## src/rtl/proj_pkg.sv

```systemverilog
// Shared constants, types and helpers for the FM genome buffer and its controller.
package proj_pkg;

  localparam int FM_RAMS_COUNT                = 2;
  localparam int FM_ENTRIES_COUNT             = 2;
  localparam int FM_OFFSET_COUNT              = 4;
  localparam int FM_EXTENDER_BYTES_READ_COUNT = 4;
  localparam int FM_REQUESTERS_COUNT          = 4;

  localparam int FM_BUFFER_SIZE = FM_RAMS_COUNT * FM_ENTRIES_COUNT * FM_OFFSET_COUNT;
  localparam int FM_ADDR_BITS   = $clog2(FM_BUFFER_SIZE);

  typedef logic [FM_ADDR_BITS-1:0] fm_addr_t;

  typedef enum logic [1:0] {
    FILL_FIRST = 2'd0,
    STREAM     = 2'd1,
    STALL      = 2'd2
  } fm_ctrl_state_e;

  // Index width for n lanes, never narrower than one bit.
  function automatic int fm_idx_bits(input int n);
    return (n > 1) ? $clog2(n) : 1;
  endfunction

endpackage

```

## src/rtl/proj_fm_rr_arbiter.sv

```systemverilog
// Round-robin arbiter: combinational one-hot grant and index, pointer advances past each winner.
module proj_fm_rr_arbiter
  import proj_pkg::*;
#(
  parameter int  REQUESTERS = 4,
  localparam int IDX_W      = fm_idx_bits(REQUESTERS)
) (
  input  logic                  in_clk,
  input  logic                  in_rst,
  input  logic [REQUESTERS-1:0] in_req,
  input  logic                  in_en,
  output logic [REQUESTERS-1:0] out_grant,
  output logic [IDX_W-1:0]      out_idx
);

  logic [IDX_W-1:0] ptr_q, ptr_d;
  logic [IDX_W-1:0] lane;
  logic             found;

  always_comb begin
    out_grant = '0;
    out_idx   = '0;
    found     = 1'b0;
    lane      = '0;
    for (int i = 0; i < REQUESTERS; i++) begin
      lane = IDX_W'((int'(ptr_q) + i) % REQUESTERS);
      if (!found && in_en && in_req[lane]) begin
        found           = 1'b1;
        out_grant[lane] = 1'b1;
        out_idx         = lane;
      end
    end
  end

  always_comb begin
    ptr_d = ptr_q;
    if (found) begin
      ptr_d = (int'(out_idx) == REQUESTERS - 1) ? '0 : out_idx + IDX_W'(1);
    end
  end

  always_ff @(posedge in_clk or posedge in_rst) begin
    if (in_rst) ptr_q <= '0;
    else        ptr_q <= ptr_d;
  end

endmodule

```

## src/rtl/proj_fm_ctrl.sv

```systemverilog
// Ping-pong FM genome buffer controller: fills one bank while extender lanes read the other.
//
// state      | meaning
// FILL_FIRST | first bank filling, nothing readable yet
// STREAM     | filling one bank, lanes read the other
// STALL      | filling bank full, waiting for readers to release
module proj_fm_ctrl
  import proj_pkg::*;
#(
  parameter int  REQUESTERS = FM_REQUESTERS_COUNT,
  parameter int  BANK_SIZE  = FM_BUFFER_SIZE,
  parameter int  READ_BYTES = FM_EXTENDER_BYTES_READ_COUNT,
  localparam int ADDR_BITS  = $clog2(BANK_SIZE),
  localparam int ID_BITS    = fm_idx_bits(REQUESTERS)
) (
  input  logic                            in_clk,
  input  logic                            in_rst,
  input  logic                            in_wr_valid,
  output logic                            out_wr_ready,
  output logic                            out_wr_en,
  output logic [ADDR_BITS-1:0]            out_wr_addr,
  output logic                            out_wr_bank,
  input  logic [REQUESTERS-1:0]           in_req_valid,
  input  logic [REQUESTERS*ADDR_BITS-1:0] in_req_addr,
  output logic [REQUESTERS-1:0]           out_req_grant,
  output logic                            out_rd_en,
  output logic [ADDR_BITS-1:0]            out_rd_addr,
  output logic                            out_rd_bank,
  output logic                            out_rd_valid,
  output logic [ID_BITS-1:0]              out_rd_id,
  input  logic                            in_rd_release,
  output logic                            out_rd_bank_valid,
  output logic                            out_swap
);

  localparam logic [ADDR_BITS-1:0] LAST_ADDR  = ADDR_BITS'(BANK_SIZE - 1);
  localparam logic [ADDR_BITS-1:0] ALIGN_MASK = ~(ADDR_BITS'(READ_BYTES - 1));

  fm_ctrl_state_e         state_q, state_d;
  logic [ADDR_BITS-1:0]   wr_addr_q, wr_addr_d;
  logic                   wr_bank_q, wr_bank_d;
  logic                   release_pend_q, release_pend_d;
  logic [REQUESTERS-1:0]  grant_q, grant_d;
  logic                   rd_en_q, rd_en_d;
  logic [ADDR_BITS-1:0]   rd_addr_q, rd_addr_d;
  logic                   rd_bank_q, rd_bank_d;
  logic [ID_BITS-1:0]     issue_id_q, issue_id_d;
  logic                   rd_valid_q, rd_valid_d;
  logic [ID_BITS-1:0]     rd_id_q, rd_id_d;
  logic                   swap_q, swap_d;

  logic                   wr_ready, wr_en, wr_last, release_now, rd_bank_cur, do_swap;
  logic                   arb_en;
  logic [REQUESTERS-1:0]  arb_grant;
  logic [ID_BITS-1:0]     arb_idx;
  logic [ADDR_BITS-1:0]   req_addr [REQUESTERS];

  for (genvar g = 0; g < REQUESTERS; g++) begin : g_addr
    assign req_addr[g] = in_req_addr[g*ADDR_BITS +: ADDR_BITS];
  end

  assign arb_en = (state_q != FILL_FIRST);

  proj_fm_rr_arbiter #(.REQUESTERS(REQUESTERS)) u_arb (
    .in_clk   (in_clk),
    .in_rst   (in_rst),
    .in_req   (in_req_valid),
    .in_en    (arb_en),
    .out_grant(arb_grant),
    .out_idx  (arb_idx)
  );

  always_comb begin
    wr_ready    = (state_q != STALL);
    wr_en       = in_wr_valid & wr_ready;
    wr_last     = wr_en && (wr_addr_q == LAST_ADDR);
    release_now = release_pend_q | in_rd_release;
    rd_bank_cur = (state_q == FILL_FIRST) ? 1'b0 : ~wr_bank_q;
    do_swap     = 1'b0;
    state_d     = state_q;
    case (state_q)
      FILL_FIRST: begin
        if (wr_last) begin
          do_swap = 1'b1;
          state_d = STREAM;
        end
      end
      STREAM: begin
        if (wr_last) begin
          if (release_now) do_swap = 1'b1;
          else             state_d = STALL;
        end
      end
      STALL: begin
        if (release_now) begin
          do_swap = 1'b1;
          state_d = STREAM;
        end
      end
      default: state_d = FILL_FIRST;
    endcase
  end

  always_comb begin
    wr_addr_d      = wr_en ? wr_addr_q + 1'b1 : wr_addr_q;
    wr_bank_d      = do_swap ? ~wr_bank_q : wr_bank_q;
    // A release landing in the swap cycle is consumed by that swap.
    release_pend_d = do_swap ? 1'b0
                   : (release_pend_q | (in_rd_release & (state_q != FILL_FIRST)));
    swap_d         = do_swap;
    grant_d        = arb_grant;
    rd_en_d        = |arb_grant;
    rd_addr_d      = rd_addr_q;
    rd_bank_d      = rd_bank_q;
    issue_id_d     = issue_id_q;
    if (|arb_grant) begin
      rd_addr_d  = req_addr[arb_idx] & ALIGN_MASK;
      rd_bank_d  = rd_bank_cur;
      issue_id_d = arb_idx;
    end
    rd_valid_d = rd_en_q;
    rd_id_d    = rd_en_q ? issue_id_q : '0;
  end

  always_ff @(posedge in_clk or posedge in_rst) begin
    if (in_rst) begin
      state_q        <= FILL_FIRST;
      wr_addr_q      <= '0;
      wr_bank_q      <= 1'b0;
      release_pend_q <= 1'b0;
      grant_q        <= '0;
      rd_en_q        <= 1'b0;
      rd_addr_q      <= '0;
      rd_bank_q      <= 1'b0;
      issue_id_q     <= '0;
      rd_valid_q     <= 1'b0;
      rd_id_q        <= '0;
      swap_q         <= 1'b0;
    end else begin
      state_q        <= state_d;
      wr_addr_q      <= wr_addr_d;
      wr_bank_q      <= wr_bank_d;
      release_pend_q <= release_pend_d;
      grant_q        <= grant_d;
      rd_en_q        <= rd_en_d;
      rd_addr_q      <= rd_addr_d;
      rd_bank_q      <= rd_bank_d;
      issue_id_q     <= issue_id_d;
      rd_valid_q     <= rd_valid_d;
      rd_id_q        <= rd_id_d;
      swap_q         <= swap_d;
    end
  end

  assign out_wr_ready      = wr_ready;
  assign out_wr_en         = wr_en;
  assign out_wr_addr       = wr_addr_q;
  assign out_wr_bank       = wr_bank_q;
  assign out_req_grant     = grant_q;
  assign out_rd_en         = rd_en_q;
  assign out_rd_addr       = rd_addr_q;
  assign out_rd_bank       = rd_bank_q;
  assign out_rd_valid      = rd_valid_q;
  assign out_rd_id         = rd_id_q;
  assign out_rd_bank_valid = (state_q != FILL_FIRST);
  assign out_swap          = swap_q;

endmodule

```

## config.mk

```make
export PLATFORM = sky130hd
export DESIGN_NAME = proj_fm_ctrl
export DESIGN_NICKNAME = d
export VERILOG_FILES = /design/src/rtl/proj_pkg.sv /design/src/rtl/proj_fm_rr_arbiter.sv /design/src/rtl/proj_fm_ctrl.sv
export SDC_FILE = /design/constraint.sdc
export NUM_CORES = 1
export LEC_CHECK = 0
export ABC_CLOCK_PERIOD_IN_PS = 6250
export CELL_PAD_IN_SITES_DETAIL_PLACEMENT = 0
export CELL_PAD_IN_SITES_GLOBAL_PLACEMENT = 2
export CORE_MARGIN = 5
export CORE_UTILIZATION = 31
export CTS_CLUSTER_SIZE = 25
export DETAILED_ROUTE_END_ITERATION = 12
export HOLD_SLACK_MARGIN = 0.03
export PLACE_DENSITY_LB_ADDON = 0.1
export SYNTH_ARGS = -nofsm -noshare
export SYNTH_HDL_FRONTEND = slang
export SYNTH_SLANG_ARGS = --single-unit
```

## constraint.sdc

```tcl
create_clock -name in_clk -period 6.25 [get_ports in_clk]
set_input_delay 0.625 -clock in_clk [delete_from_list [all_inputs] [get_ports in_clk]]
set_output_delay 0.625 -clock in_clk [all_outputs]
set_load 0.01 [all_outputs]
```

# Word-level counts from Yosys, hierarchy flattened
# Index checks and enable logic that the tools add are counted.
op_classes:
  muxes: 44
  n_lt_le_gt_ge: 9
  n_eq_ne: 9
  div_mod_pow: 0
  mul: 0
  add_sub_neg: 5
  shift: 0
  bitwise: 9
  reduce_logical: 19
ops:
  columns: ["op", "n"]
  rows:
  - ["2-to-1 mux 4 bit", 6]
  - ["2-to-1 mux 2 bit", 10]
  - ["2-to-1 mux 1 bit", 17]
  - ["logical AND 1 bit", 12]
  - ["< comparator 2 x 3 -> 1 bit (second input constant)", 4]
  - ["OR 4 bit", 3]
  - ["!= test 2 bit (second input constant)", 5]
  - ["binary-select mux 1 bit (select 2 bit)", 4]
  - ["binary-select mux 4 bit (select 2 bit)", 1]
  - ["demux 1 bit (select 2 bit)", 4]
  - ["greater-or-equal comparator 2 x 1 -> 1 bit (second input constant)", 4]
  - ["case mux 2 bit (3 select lines)", 1]
  - ["adder 2 x 1 -> 2 bit (second input constant)", 2]
  - ["adder 2 bit (second input constant)", 2]
  - ["adder 4 x 1 -> 4 bit (second input constant)", 1]
  - ["== test 2 x 1 -> 1 bit (second input constant)", 2]
  - ["== test 4 bit (second input constant)", 1]
  - ["AND reduction 4 bit", 1]
  - ["OR reduction 4 bit", 1]
  - ["greater-or-equal comparator 3 bit (second input constant)", 1]
  - ["zero test 1 bit", 3]
  - ["NOT 2 -> 3 bit", 1]
  - ["case mux 1 bit (3 select lines)", 1]
  - ["AND 1 bit", 2]
  - ["other kinds (5)", 6]
word_totals:
  memories: 0
  latch_bits: 0
  mem_bits_rw: 0
  register_bits: 24
  inputBits: 24
  output_inout_bits: 22
  word_cells: 108
  romBits: 0

# Longest topological paths before layout
# Gate-level depths: netlist of run 1.
logic_depth:
  depth_word: 20
  ltp_mapped: 10
  mapped_depth_nobuf: 8

# Modules after synthesis
# Synthesis of run 1 repeated with hierarchy kept, for this count alone.
hier_totals:
  hier_cells: 149
  hier_area_um2: 1599.0
by_module_without_submodules:
  columns: ["mod", "n_inst", "seq_area_each_um2", "cells_each", "area_each_um2"]
  rows:
  - ["proj_fm_ctrl", 1, 550.5, 71, 933.4]
  - ["proj_fm_rr_arbiter", 1, 50.0, 78, 665.6]

# Worst setup path before layout of run 1
# No wires, ideal clock.
synth_timing:
  kind: "reg-to-reg"
  start: "reg u_arb.ptr_q[0]"
  end: "reg rd_addr_q[2] (netlist: out_rd_addr[2])"
  synth_period_minus_slack_ps: 3060
  setup_ps: 125
  n_path_buf: 2
  t_required_ps: 6125
  path_stages_with_launch: 11
  path_slack_ps: 3190
  arrival_time_ps: 2935
  cell_sequence: "dfrtp_1 buf_2 buf_2 inv_1 ha_1 mux4_2 or3b_1 a21oi_1 a221o_1 nor4_4 mux2_2"
synth_via:
  elab_cells_between_ends: 60
  cone_classes: "3 x add/sub; 8 x order compare; 30 x mux; 4 x bitwise; 15 x reduce/logical"
synth_rtl:
  columns: ["item", "line_no", "rtl"]
  rows:
  - ["start, declared", "proj_fm_rr_arbiter.sv:16", "logic [IDX_W-1:0] ptr_q, ptr_d;"]
  - ["start signal, assigned", "proj_fm_rr_arbiter.sv:44", "else ptr_q <= ptr_d;"]
  - ["parallel branches: the longest is 15 deep, another holds < comparator 2 x 3 -> 1 bit", null, null]
  - ["2-to-1 mux 4 bit *", "proj_fm_rr_arbiter.sv:27", "if (!found && in_en && in_req[lane]) begin"]
  - ["net arb_grant[1]", "proj_fm_ctrl.sv:54", "logic [REQUESTERS-1:0] arb_grant;"]
  - ["OR reduction 4 bit *", "proj_fm_ctrl.sv:116", "if (|arb_grant) begin"]
  - ["end signal, assigned", "proj_fm_ctrl.sv:146", "rd_addr_q <= rd_addr_d;"]
  - ["end, declared", "proj_fm_ctrl.sv:45", "logic [ADDR_BITS-1:0] rd_addr_q, rd_addr_d;"]
# Mark *: on every way through the listed nets, which the timed path passes. The select of a mux whose other input is x is not followed.
# A chain may end at the register's enable or synchronous reset.

# Worst setup path after layout of run 1
layout_timing:
  start: "reg u_arb.ptr_q[0]"
  end: "reg rd_addr_q[3] (netlist: out_rd_addr[3])"
# The elaborated chain is that of the path after synthesis.

==> run_results.csv, run 1 <==
group,metric,value,unit
synth,syn_area,1500,sq um
floorplan,num_rows,25,
synth,yosys_warnings,0,
power_and_ir_drop,p_sw_share,38.7,%
timing,period_needed,3540,ps
floorplan,die_y,79.5,microns
min_path,hp-class,"flip-flop to flip-flop",
floorplan,die_x,79.5,microns
layout,seq_area,601,sq um
synth,ys_types,40,
timing,setup_viol,0,
synth,syn_avg_cell_area,10.5,sq um
power_and_ir_drop,pwr-share-seq,29.5,%
layout,fillers,469,
layout,drive_above_1_share,9.83,%
timing,fin_crit_sh,56.7,%
drt,antenna_left,0,
clock_tree,cts_hold_buf,0,
outcome,status,"completed",
layout,utilization,41.5,%
drt,vias_per_cell,5.02,
power_and_ir_drop,clkPwrFrac,13.6,%
clock_tree,cts_htree_levels,1,
global_route,gr-total-overflow,0,
layout,num_antenna_cells,0,
clock_tree,clock_sinks,24,
drt,drt-pass1-iter-count,4,
floorplan,start_util,31.9,%
power_and_ir_drop,ir_drop,0.143,mV
synth,synth_cells,142,
global_route,grt_max_degree,25,
synth,yosysSeqAreaShare,40.1,%
global_route,grt_pass1_wl,5500,microns
drt,drc,0,
power_and_ir_drop,totalPowerFinal,972,uW
timing,rsz0062_at_grt,"no",
global_route,grt_util_all_layers,10.8,%
floorplan,core-area,4690,sq um
floorplan,ios,46,
place,gp_congestion,0.737,
synth,synth_ff_type,"dfrtp_1",
timing,slew_headroom,41.0,%
timing,fmax,0.282,GHz
clock_tree,post_cts_buffers,0,
drt,drt_iter0_drc,58,
clock_tree,cts_tree,"built",
worst_setup_path,cp_data_arrival_time,3700,ps
power_and_ir_drop,internal_power,596,uW
clock_tree,cts_resized,0,
power_and_ir_drop,p_per_area,499,nW/um^2
worst_setup_path,endpoint_kind,"flip-flop",
drt,wl,3220,microns
clock_tree,clk_pin_slew_worst_paths,80,ps
layout,area.growth.synth_to_final,29.9,%
synth,synth_seq_cells,24,
timing,tightest_slew,884,ps
clock_tree,cts_inserted_buffers,3,
power_and_ir_drop,power_leakage,0.829,nW
drt,vias,1140,
worst_setup_path,startpoint_type,"flip-flop",
job,max-cap-violations,0,
clock_tree,cts_max_path_buffers,2,
clock_tree,ctsRootBufferMaster,"clkbuf_8",
place,port_buffers,35,
layout,multiInputGateArea,807,sq um
timing,finalSetupTns,0,ps
worst_setup_path,critical_path_class,"flip-flop to flip-flop",
timing,drv_slew,0,
power_and_ir_drop,p_comb_share,57.0,%
clock_tree,clock_latency,260,ps
synth,synth_edf_count,0,
timing,fin_skew,7.30,ps
floorplan,die_area,6320,sq um
global_route,antenna_found_initial,0,
layout,nets,207,
synth,synthArstFlopShare,100,%
power_and_ir_drop,p_switching,376,uW
worst_setup_path,crit_required,6400,ps
worst_setup_path,path_max_fanout,18,
place,hpwl,2480,microns
global_route,grt_pass1_vias,1093,
drt,routedWlPerCell,14.2,microns
timing,hold_violations,0,
per-stage QoR:
stage | area, sq um | hold WS, ps | worst slack (ps) | instances
floorplan | 1500 | 440 | 3190 | 143
global placement | 1870 | 393 | 2620 | 223
detailed placement | 1870 | 400 | 2620 | 223
CTS | 1950 | 420 | 2610 | 227
global route | 1950 | 458 | 2340 | 227
finish | 1950 | 415 | 2710 | 227
cell usage after synthesis, types with 4 or more instances:
cell type	instances	area share, %
dfrtp_1	24	40
mux4_2	6	9.0
ha_1	9	7.5
a21oi_1	13	4.3
clkbuf_1	4	1.0
or3b_1	4	2.3
nor2_1	7	1.8
nand2_1	9	2.3
a221o_1	4	2.7
inv_1	13	3.3
final cells by class:
class	instances	share of cell area (%)
Clock buffer	3	2.12
Clock inverter	1	1.54
Inverter	13	2.51
Multi-Input combinational cell	97	41.5
Sequential cell	24	30.9
Tap cell	54	3.47
Timing Repair Buffer	35	18.0
cell families after synthesis:
kind of cell,Yosys count,synth area share (%)
other,1,0.250
XOR/XNOR,6,3.51
AO/OA/AOI/OAI,28,12.7
buffers and inverters,22,6.26
flip-flops,24,40.1
multiplexers,13,14.1
AND/OR/NAND/NOR,39,15.5
adder cells (fa/ha/maj),9,7.52
state kept, by name (all words and copies together) (netlist names):
register        flops
out_swap            1
out_req_grant       4
out_rd_id           2
out_wr_bank         1
out_rd_valid        1
issue_id_q          2
u_arb.ptr_q         2
state_q             2
out_rd_addr         2
out_rd_bank         1
release_pend_q      1
out_rd_en           1
out_wr_addr         4
critical path: stages, from the launching register on:
cell     delay, ps
dfrtp_1        770
inv_1          260
ha_1           490
mux4_2         410
or3b_1         190
a21oi_1         70
a221o_1        360
nor4_4         500
mux2_2         390
power groups by stage:
stage          Combinational (mW)  Sequential (mW)  Clock [mW]
3_5_place_dp                0.560            0.293           0
3_3_place_gp                0.557            0.289           0
4_1_cts                     0.563            0.289       0.136
6_report                    0.554            0.286       0.132
5_1_grt                     0.616            0.303       0.141
2_1_floorplan               0.390            0.280           0
path summary, 6_finish.rpt:
| kind | from | to | slack [ps] | cells past startpoint |
|---|---|---|---|---|
| setup reg to reg | u_arb.ptr_q[0]$_DFFE_PP0P_ | out_rd_addr[3]$_DFFE_PP0P_ | 2710 | 8 |
| max in group asynchronous | in_rst | state_q[1]$_DFFE_PP0P_ | 4850 | 2 |
| hold / removal | out_rd_en$_DFF_PP0_ | out_rd_valid$_DFF_PP0_ | 410 | 0 |
| min in group asynchronous | in_rst | out_rd_valid$_DFF_PP0_ | 850 | 2 |
| hold reg to reg | out_rd_en$_DFF_PP0_ | out_rd_valid$_DFF_PP0_ | 410 | 0 |
| setup / recovery | u_arb.ptr_q[0]$_DFFE_PP0P_ | out_rd_addr[3]$_DFFE_PP0P_ | 2710 | 8 |
cell usage in the layout (no fill, tap or decap), types with 2 or more instances in the layout:
cell             Yosys  final
or3b_1               4      4
mux2_1               2      2
ha_1                 9      9
dfrtp_1             24     24
a221o_1              4      4
nand4_1              2      2
nand2b_1             3      3
o21ai_0              2      2
a21oi_1             13     13
mux2i_1              2      2
conb_1               1      2
mux4_2               6      6
clkdlybuf4s50_1      0     35
o21bai_1             2      2
clkbuf_8             0      3
inv_1               13     13
nor2_1               7      7
xor2_1               3      3
nand2_1              9      9
and2_1               3      3
nand3_1              2      2
mux2_2               3      3
xnor2_1              3      3
metal layers:
metal / vias up / routed length (microns) / GRT usage [%]
met5: - / 0 / 0
li1: 560 / - / -
met1: 546 / 1460 / 15.3
met2: 32 / 1560 / 17.2
met4: 0 / 38 / 3.61
met3: 2 / 165 / 1.24
No activity file was read; power rests on OpenSTA's default activity.
==> inputs of run 2 (changes only) <==
Settings changed: ABC_CLOCK_PERIOD_IN_PS 6250 to 3100, CORE_UTILIZATION 31 to 26.
Clock period 6.25 ns to 3.1 ns, I/O delays scaled along.
==> run_results.csv, run 2 (synthesis gave the netlist of run 1 again) <==
group,metric,value,unit
layout,drive_above_1_share,12.8,%
timing,fin_skew,5.46,ps
power_and_ir_drop,p_per_area,997,nW/um^2
floorplan,die_x,85.9,microns
clock_tree,clock_sinks,24,
timing,tightest_slew,918,ps
timing,setup_viol,0,
drt,vias_per_cell,4.71,
drt,drc,0,
place,hpwl,2770,microns
timing,rsz0062_at_grt,"no",
place,postPlaceCellArea,1940,sq um
floorplan,num_rows,27,
floorplan,start_util,27.0,%
worst_setup_path,cp_data_arrival_time,3010,ps
worst_setup_path,rrSetupSlack,230,ps
power_and_ir_drop,p_sw_share,39.4,%
drt,drt-pass1-iter-count,4,
power_and_ir_drop,power_leakage,0.851,nW
timing,fin_crit_sh,92.4,%
layout,stdcell_count,251,
place,dp_cells,247,
layout,final_cell_mix,"clkdlybuf4s50_1 (35), dfrtp_1 (24), inv_1 (13), a21oi_1 (13)",
global_route,grt_pass1_vias,1226,
power_and_ir_drop,clkPwrFrac,10.3,%
global_route,antenna_found_initial,0,
power_and_ir_drop,ir_drop,0.347,mV
layout,area.growth.synth_to_final,33.3,%
global_route,grt_max_degree,25,
min_path,min_from,"out_rd_en$_DFF_PP0_",
drt,wl,3580,microns
worst_setup_path,path_max_fanout,7,
layout,fin_area,2000,sq um
clock_tree,clock_latency,260,ps
worst_setup_path,endpoint_kind,"flip-flop",
drt,routedWlPerCell,14.3,microns
power_and_ir_drop,internal_power,1.21,mW
worst_setup_path,r2r-start,"u_arb.ptr_q[1]$_DFFE_PP0P_",
global_route,grt_pass1_wl,6230,microns
clock_tree,cts_hold_buf,0,
place,gp_congestion,0.794,
worst_setup_path,crit_required,3240,ps
global_route,grt_util_all_layers,10.4,%
drt,top_layer_used,"met4",
clock_tree,cts_inserted_buffers,3,
min_path,hp-class,"flip-flop to flip-flop",
floorplan,core-area,5540,sq um
drt,drt_iter0_drc,54,
drt,dr_wl_met3,187,microns
clock_tree,clk_pin_slew_worst_paths,80,ps
power_and_ir_drop,pwr-share-seq,26.0,%
worst_setup_path,reg2reg_depth,9,
job,max-cap-violations,0,
timing,finalSetupTns,0,ps
layout,utilization,36.0,%
floorplan,die_y,85.9,microns
timing,period_needed,2870,ps
worst_setup_path,startpoint_type,"flip-flop",
worst_setup_path,timing.rr.end,"out_rd_addr[3]$_DFFE_PP0P_",
timing,slew_headroom,38.8,%
min_path,hold_depth,0,
clock_tree,cts_resized,0,
drt,antenna_left,0,
layout,mostFrequentLayoutCell,"clkdlybuf4s50_1",
floorplan,ios,46,
power_and_ir_drop,p_comb_share,63.7,%
power_and_ir_drop,totalPowerFinal,1.99,mW
clock_tree,post_cts_buffers,0,
outcome,status,"completed",
timing,drv_slew,0,
clock_tree,cts_max_path_buffers,2,
timing,hold_violations,0,
clock_tree,ctsRootBufferMaster,"clkbuf_8",
timing,fmax,0.349,GHz
place,port_buffers,35,
min_path,min_to,"out_rd_valid$_DFF_PP0_",
clock_tree,cts_tree,"built",
worst_setup_path,critical_path_class,"flip-flop to flip-flop",
clock_tree,cts_htree_levels,1,
drt,wl_met2,1660,microns
drt,vias,1183,
power_and_ir_drop,p_switching,786,uW
global_route,gr-total-overflow,0,
layout,num_antenna_cells,0,
floorplan,die_area,7380,sq um
layout,nets,213,
drt,wl_met1,1710,microns
[run 2: routing by layer]
layer	GRT usage [%]	vias to the layer above
met1	14.1	577
met2	16.5	35
met5	0	-
met3	1.73	2
li1	-	569
met4	3.74	0
[run 2: power by group through the flow]
stage,combinational (mW),clock [mW],sequential (mW)
2_1_floorplan,0.786,0,0.564
3_5_place_dp,1.29,0,0.527
5_1_grt,1.41,0.226,0.537
4_1_cts,1.29,0.217,0.521
6_report,1.27,0.206,0.518
3_3_place_gp,1.26,0,0.520
[run 2: layout make-up]
class,instances,area [sq um]
Clock buffer,4,55.1
Timing Repair Buffer,41,395
Multi-Input combinational cell,97,807
Inverter,13,48.8
Sequential cell,24,601
Tap cell,72,90.1
Fill cell,580,3540
[run 2: critical path, cell delays in order, from the launching register on]
cell      delay (ps)
dfrtp_1          380
inv_1            180
ha_1             360
and3b_1          210
o21bai_1         190
a21oi_1          190
a221o_1          440
nor4_4           280
buf_4            190
mux2_2           340
[run 2: stage by stage]
stage / hold slack (ps) / setup WS [ps]
final: 425 / 234
after global routing: 450 / 34.1
after CTS: 434 / 217
after detailed placement: 416 / 102
after global placement: 400 / 149
after floorplan: 325 / 40.3
[run 2: worst max path at each step]
| stage | startpoint | end | slack, ps | cells past startpoint |
|---|---|---|---|---|
| 2_1_floorplan | u_arb.ptr_q[0]$_DFFE_PP0P_ | out_rd_addr[2]$_DFFE_PP0P_ | 40 | 10 |
| 4_1_cts | u_arb.ptr_q[1]$_DFFE_PP0P_ | out_rd_addr[3]$_DFFE_PP0P_ | 220 | 9 |
| 3_5_place_dp | in_req_valid[3] | out_rd_addr[3]$_DFFE_PP0P_ | 100 | 8 |
| 5_1_grt | u_arb.ptr_q[1]$_DFFE_PP0P_ | out_rd_addr[3]$_DFFE_PP0P_ | 30 | 9 |
| 6_report | u_arb.ptr_q[1]$_DFFE_PP0P_ | out_rd_addr[3]$_DFFE_PP0P_ | 230 | 9 |
| 3_3_place_gp | in_req_valid[3] | out_rd_addr[2]$_DFFE_PP0P_ | 150 | 8 |
==> inputs of run 3 (changes only) <==
Settings changed: CTS_CLUSTER_SIZE 25 to 8.
==> results of run 3 <==
Same layout as run 2: the final DEF is identical, and so are final timing and power.
